$ cat src/rtl/jtpang_objdma_if.sv
// Bus bundle between jtpang_objdma (master side) and the main CPU / RAM / object
// buffer environment (slave side).
interface jtpang_objdma_if #(
  parameter int AW = 12,
  parameter int OW = 9
) ();
  logic          dma_go;
  logic          busak_n;
  logic          busrq;
  logic [AW-1:0] src_addr;
  logic [7:0]    src_dout;
  logic [OW-1:0] obj_addr;
  logic [7:0]    obj_din;
  logic          obj_we;
  logic          busy;

  modport master (
    input  dma_go, busak_n, src_dout,
    output busrq, src_addr, obj_addr, obj_din, obj_we, busy
  );

  modport slave (
    output dma_go, busak_n, src_dout,
    input  busrq, src_addr, obj_addr, obj_din, obj_we, busy
  );
endinterface

$ cat src/rtl/jtpang_objdma.sv
// Object DMA: takes the Z80 bus and copies LEN bytes of object RAM into the
// object line buffer. Optional macro JTPANG_OBJDMA_VB_EN gates starts to vblank.
module jtpang_objdma #(
  parameter int AW  = 12,
  parameter int LEN = 512,
  parameter int OW  = 9
) (
  input  logic clk,
  input  logic rst,
  input  logic cen,
  input  logic LVBL,
  jtpang_objdma_if.master bus
);

  localparam int CW = OW + 1;
  localparam logic [CW-1:0] LEN_C  = CW'(LEN);
  localparam logic [CW-1:0] ONE_C  = CW'(1);
  localparam logic [CW-1:0] ZERO_C = CW'(0);

  typedef enum logic [1:0] {
    IDLE = 2'd0,
    REQ  = 2'd1,
    XFER = 2'd2,
    DONE = 2'd3
  } state_t;

  state_t        state_r, state_s;
  logic [CW-1:0] cnt_r, cnt_s;
  logic          pending_r, pending_s;
  logic          go_d_r;
  logic          busrq_r, busrq_s;
  logic          busy_r, busy_s;
  logic [AW-1:0] src_addr_r, src_addr_s;
  logic [OW-1:0] obj_addr_r, obj_addr_s;
  logic [7:0]    obj_din_r, obj_din_s;
  logic          obj_we_r, obj_we_s;
  logic [7:0]    hold_r, hold_s;
  logic          hold_vld_r, hold_vld_s;
  logic          go_rise_s;
  logic          start_ok_s;

  assign go_rise_s = bus.dma_go & ~go_d_r;

`ifdef JTPANG_OBJDMA_VB_EN
  assign start_ok_s = ~LVBL;
`else
  logic unused_lvbl_s;
  assign unused_lvbl_s = LVBL;
  assign start_ok_s    = 1'b1;
`endif

  // Next-state and datapath decode; everything advances only on cen.
  always_comb begin
    state_s    = state_r;
    cnt_s      = cnt_r;
    pending_s  = pending_r;
    busrq_s    = busrq_r;
    busy_s     = busy_r;
    src_addr_s = src_addr_r;
    obj_addr_s = obj_addr_r;
    obj_din_s  = obj_din_r;
    obj_we_s   = 1'b0;
    hold_s     = hold_r;
    hold_vld_s = hold_vld_r;
    if (cen) begin
      case (state_r)
        IDLE: begin
          if (pending_r && start_ok_s) begin
            pending_s = 1'b0;
            cnt_s     = ZERO_C;
            busy_s    = 1'b1;
            busrq_s   = 1'b1;
            state_s   = REQ;
          end else begin
            state_s = IDLE;
          end
        end
        REQ: begin
          if (!bus.busak_n) begin
            src_addr_s = '0;
            hold_vld_s = 1'b0;
            state_s    = XFER;
          end else begin
            state_s = REQ;
          end
        end
        XFER: begin
          if (!bus.busak_n) begin
            src_addr_s = AW'(cnt_r + ONE_C);
            hold_vld_s = 1'b0;
            cnt_s      = cnt_r + ONE_C;
            if (cnt_r != ZERO_C) begin
              obj_we_s   = 1'b1;
              obj_addr_s = OW'(cnt_r - ONE_C);
              obj_din_s  = hold_vld_r ? hold_r : bus.src_dout;
            end else begin
              obj_we_s = 1'b0;
            end
            if (cnt_r == LEN_C) begin
              state_s = DONE;
            end else begin
              state_s = XFER;
            end
          end else begin
            // RAM keeps reading the held address while stalled, so the byte
            // fetched just before the stall is parked here until the bus returns.
            if (!hold_vld_r) begin
              hold_s     = bus.src_dout;
              hold_vld_s = 1'b1;
            end else begin
              hold_s = hold_r;
            end
          end
        end
        DONE: begin
          busrq_s = 1'b0;
          busy_s  = 1'b0;
          state_s = IDLE;
        end
        default: begin
          busrq_s = 1'b0;
          busy_s  = 1'b0;
          state_s = IDLE;
        end
      endcase
    end else begin
      state_s = state_r;
    end
    pending_s = go_rise_s ? 1'b1 : pending_s;
  end

  // State and output registers; reset drops the bus immediately.
  always_ff @(posedge clk or posedge rst) begin
    if (rst) begin
      state_r    <= IDLE;
      cnt_r      <= ZERO_C;
      pending_r  <= 1'b0;
      go_d_r     <= 1'b0;
      busrq_r    <= 1'b0;
      busy_r     <= 1'b0;
      src_addr_r <= '0;
      obj_addr_r <= '0;
      obj_din_r  <= 8'd0;
      obj_we_r   <= 1'b0;
      hold_r     <= 8'd0;
      hold_vld_r <= 1'b0;
    end else begin
      state_r    <= state_s;
      cnt_r      <= cnt_s;
      pending_r  <= pending_s;
      go_d_r     <= bus.dma_go;
      busrq_r    <= busrq_s;
      busy_r     <= busy_s;
      src_addr_r <= src_addr_s;
      obj_addr_r <= obj_addr_s;
      obj_din_r  <= obj_din_s;
      obj_we_r   <= obj_we_s;
      hold_r     <= hold_s;
      hold_vld_r <= hold_vld_s;
    end
  end

  assign bus.busrq    = busrq_r;
  assign bus.busy     = busy_r;
  assign bus.src_addr = src_addr_r;
  assign bus.obj_addr = obj_addr_r;
  assign bus.obj_din  = obj_din_r;
  assign bus.obj_we   = obj_we_r;

endmodule
$ cat src/flat_wrapper.sv
// flat-port wrapper written by rule: the top's interface ports become plain ports
module jtpang_objdma_flat 
#(
  parameter int AW  = 12,
  parameter int LEN = 512,
  parameter int OW  = 9
)
  (clk, rst, cen, LVBL, bus_dma_go, bus_busak_n, bus_src_dout, bus_busrq, bus_src_addr, bus_obj_addr, bus_obj_din, bus_obj_we, bus_busy);
  jtpang_objdma_if #(.AW(AW), .OW(OW)) bus_i ();
  input  logic clk;
  input  logic rst;
  input  logic cen;
  input  logic LVBL;
  input wire logic [$bits(bus_i.dma_go)-1:0] bus_dma_go;
  input wire logic [$bits(bus_i.busak_n)-1:0] bus_busak_n;
  input wire logic [$bits(bus_i.src_dout)-1:0] bus_src_dout;
  output wire logic [$bits(bus_i.busrq)-1:0] bus_busrq;
  output wire logic [$bits(bus_i.src_addr)-1:0] bus_src_addr;
  output wire logic [$bits(bus_i.obj_addr)-1:0] bus_obj_addr;
  output wire logic [$bits(bus_i.obj_din)-1:0] bus_obj_din;
  output wire logic [$bits(bus_i.obj_we)-1:0] bus_obj_we;
  output wire logic [$bits(bus_i.busy)-1:0] bus_busy;
  assign bus_i.dma_go = bus_dma_go;
  assign bus_i.busak_n = bus_busak_n;
  assign bus_i.src_dout = bus_src_dout;
  assign bus_busrq = bus_i.busrq;
  assign bus_src_addr = bus_i.src_addr;
  assign bus_obj_addr = bus_i.obj_addr;
  assign bus_obj_din = bus_i.obj_din;
  assign bus_obj_we = bus_i.obj_we;
  assign bus_busy = bus_i.busy;
  jtpang_objdma #(.AW(AW), .LEN(LEN), .OW(OW)) u_core (.clk(clk), .rst(rst), .cen(cen), .LVBL(LVBL), .bus(bus_i));
endmodule
$ cat config.mk
export PLATFORM = sky130hd
export DESIGN_NAME = jtpang_objdma_flat
export DESIGN_NICKNAME = d
export VERILOG_FILES = /design/src/rtl/jtpang_objdma_if.sv /design/src/rtl/jtpang_objdma.sv /design/src/flat_wrapper.sv
export SDC_FILE = /design/constraint.sdc
export NUM_CORES = 1
export LEC_CHECK = 0
export ABC_AREA = 1
export CAP_MARGIN = 20
export CORE_AREA = 2 2 51 100
export DETAILED_ROUTE_END_ITERATION = 6
export DIE_AREA = 0 0 53 102
export PLACE_DENSITY_LB_ADDON = 0.3
export RECOVER_POWER = 25
export SETUP_SLACK_MARGIN = 0.05
export SLEW_MARGIN = 20
export SYNTH_ARGS = -nofsm -noshare
export SYNTH_HDL_FRONTEND = slang
export SYNTH_SLANG_ARGS = --single-unit
$ cat constraint.sdc
create_clock -name clk -period 4.2 [get_ports clk]
set_input_delay 0.63 -clock clk [delete_from_list [all_inputs] [get_ports clk]]
set_output_delay 0.63 -clock clk [all_outputs]
set_load 0.02 [all_outputs]
==> results.ini <==
[outcome]
outcome = complete, no violations

[setup_path]
required_ns = 4.43
crit_top_cell = nand2_1
path_cells = dlygate4sd3_1 > nand2_1 > nor2_1 > nand2_2 > inv_2 > nand2_1 > nand2_1
critPathLaunchType = input pin
end_kind = flop
crit_type = in -> reg
path_max_fanout = 24
cpPeakStageDelay_ns = 0.64
critPathArrivalTime_ns = 2.52
worst_path_max_delay_cell = dlygate4sd3_1

[synth]
avgSynthCellArea_um2 = 8.21
synth_top_area_share = 0.528
syn_nets = 322
synth_edf_count = 0
syn_inst = 306
ys_seq_area_frac = 0.528
synthDistinctLibCells = 28
yosysMostFrequentCell = nand2_1
ys.flop_type = dfrtp_1
synthTopCellsByArea = dfrtp_1 (53%), nand2_1 (18%), o21ai_0 (4.6%)
ys_ff_latch = 53
ys_top_cells_by_count = nand2_1 (121), dfrtp_1 (53), inv_1 (25), nor2_1 (23), o21ai_0 (23)
synth.cell_area_um2 = 2510
yosys.area.top_type = dfrtp_1
ys_warn_count = 0
synthArstFlopShare = 1.00

[hold_path]
worstHoldPathType = reg -> reg

[route]
wirelength_um = 5570
routed_via_density = 5.25
drtIter0Drc = 29
first_pass_iters = 4
drt-wirelength-per-cell_um = 13.8
route.detailed.drc = 0
antenna_left = 0
vias = 2115

[global_route]
grt_max_degree = 34
first_global_vias = 2044
antenna_found_initial = 0
grt_pass1_wl_um = 9160
grtUsageTotal = 0.231
globalRouteOverflowTotal = 0

[timing]
fin_crit_sh = 0.543
setup_viol = 0
fin_ws_ns = 1.92
fmax_mhz = 438
max_slew_margin = 0.475
fin_skew_ns = 0.00403
hold_viol = 0
period_needed_ns = 2.28
tightest_slew_ns = 0.781
fin_tns_setup_ns = 0
whs_ns = 0.435
rsz0062_at_grt = no
finalMaxSlewViolations = 0

[flow_run]
maxCapViolations = 0

[cells_and_area]
drive_gt1_frac = 0.0489
stdcell_area_um2 = 3050
syn_to_final_growth_pct = 21.2
nets = 363
diodes = 0
fill_cells = 400
final_core_util = 0.662

[clock_network]
cts_tree = built
clkSlewWorstSetupHoldPaths_ns = 0.09
clk_latency_ns = 0.30
cts_buffer_depth = 2
holdBufCountCts = 0
cts-root-buf = clkbuf_8
cts_resized = 0
post_cts_buffers = 0
cts.sinks = 53
cts_buffers = 5
ctsHtreeMaxLevel = 2

[placement]
dp_hpwl_um = 4260
portBuffers = 43
globalplace.congestion = 0.882
pre_cts_ws_ns = 1.70
place_area_um2 = 2930

[floorplan]
die_w_um = 53
core_um2 = 4600
die_area_um2 = 5410
start_util = 0.546
die_y_um = 102
io_pins = 46
row_count = 35

[power_and_ir_drop]
comb_power_share = 0.419
leakage_nw = 1.57
power.density_nw_per_um2 = 640
clockPowerShare = 0.179
power.internal_w = 0.00121
swShare = 0.380
ir_worst_vdd_v = 0.000382
seq_power_share = 0.402
p_switching_w = 0.000741

==> cell usage in the layout, fill, tap and decap left out <==
cell type / instances
nor2_1: 24
xnor2_1: 1
a21oi_1: 2
nand4_1: 7
clkbuf_1: 1
nor2_8: 1
conb_1: 1
clkdlybuf4s50_1: 39
o211ai_1: 2
nand2_1: 121
nor3_1: 1
xor2_1: 5
bufinv_16: 1
clkbuf_8: 6
buf_4: 1
ha_1: 2
inv_1: 25
nand3_2: 1
o21ai_1: 2
a31oi_1: 7
nand2_2: 2
nand2_4: 1
o31ai_1: 1
inv_2: 3
nor2_4: 1
o21ai_0: 24
dfrtp_1: 53
nand3_1: 9
dlygate4sd3_1: 4
==> worst max-delay path: cells and delay by family <==
family	cells	cell delay, ns
simple gates	5	0.95
buf+inv	2	0.93
==> registers in the layout, summed over array words and instances (netlist names), named ones only <==
name	count
u_core.cnt_r	10
u_core.bus.busrq	1
u_core.pending_r	1
u_core.hold_vld_r	1
u_core.go_d_r	1
u_core.bus.obj_din	8
u_core.bus.obj_addr	9
u_core.bus.obj_we	1
u_core.hold_r	8
u_core.bus.src_addr	11
u_core.state_r	1
==> worst paths after layout <==
path | slack (ns) | startpoint | cells past startpoint | to
setup / recovery | 1.92 | cen | 7 | u_core.bus.obj_din[5]$_DFFE_PP0P_
hold / removal | 0.43 | u_core.go_d_r$_DFF_PP0_ | 1 | u_core.pending_r$_DFFE_PP0P_
setup reg to reg | 2.13 | u_core.cnt_r[0]$_DFFE_PP0P_ | 9 | u_core.bus.obj_din[5]$_DFFE_PP0P_
hold reg to reg | 0.43 | u_core.go_d_r$_DFF_PP0_ | 1 | u_core.pending_r$_DFFE_PP0P_
max in group asynchronous | 2.39 | rst | 3 | u_core.bus.src_addr[0]$_DFFE_PP0P_
min in group asynchronous | 0.91 | rst | 2 | u_core.bus.busrq$_DFFE_PP0P_
==> routing by layer <==
metal | share of wire | track usage | up-vias
met3 | 0.035 | 0.0380 | 16
met5 | 0 | 0 | -
met4 | 0.037 | 0.120 | 0
met2 | 0.54 | 0.414 | 66
met1 | 0.38 | 0.251 | 987
li1 | - | - | 1046
==> final cells by class <==
class	instances	area [µm²]	area share
clock inverters	1	30.0	0.00986
flip-flops and latches	53	1330	0.435
clock buffers	7	86.3	0.0283
well taps	55	68.8	0.0226
repair buffers	44	438	0.144
inverters	28	105	0.0345
multi-input cells	215	991	0.325
==> logic make-up after synthesis <==
| logic type | Yosys count | share of synthesized area |
|---|---|---|
| AND/OR/NAND/NOR | 168 | 0.281 |
| XOR/XNOR | 6 | 0.0209 |
| AO/OA/AOI/OAI | 38 | 0.0822 |
| other | 1 | 0.00149 |
| buffers and inverters | 38 | 0.0767 |
| flip-flops | 53 | 0.528 |
| adder cells (fa/ha/maj) | 2 | 0.00996 |
==> through the flow <==
stage	power, W	cells
6_report	0.00195	403
3_3_place_gp	0.00159	395
4_1_cts	0.00197	403
3_5_place_dp	0.00162	395
2_1_floorplan	0.00129	306
5_1_grt	0.00208	403
==> power groups by stage <==
| stage | Sequential, W | Combinational (W) | Clock, W |
|---|---|---|---|
| floorplan | 0.000885 | 0.000407 | 0 |
| global placement | 0.000786 | 0.000801 | 0 |
| detailed placement | 0.000792 | 0.000825 | 0 |
| CTS | 0.000783 | 0.000826 | 0.000359 |
| global route | 0.000801 | 0.000905 | 0.000377 |
| finish | 0.000784 | 0.000815 | 0.000349 |
(Power assumes the default switching activity.)
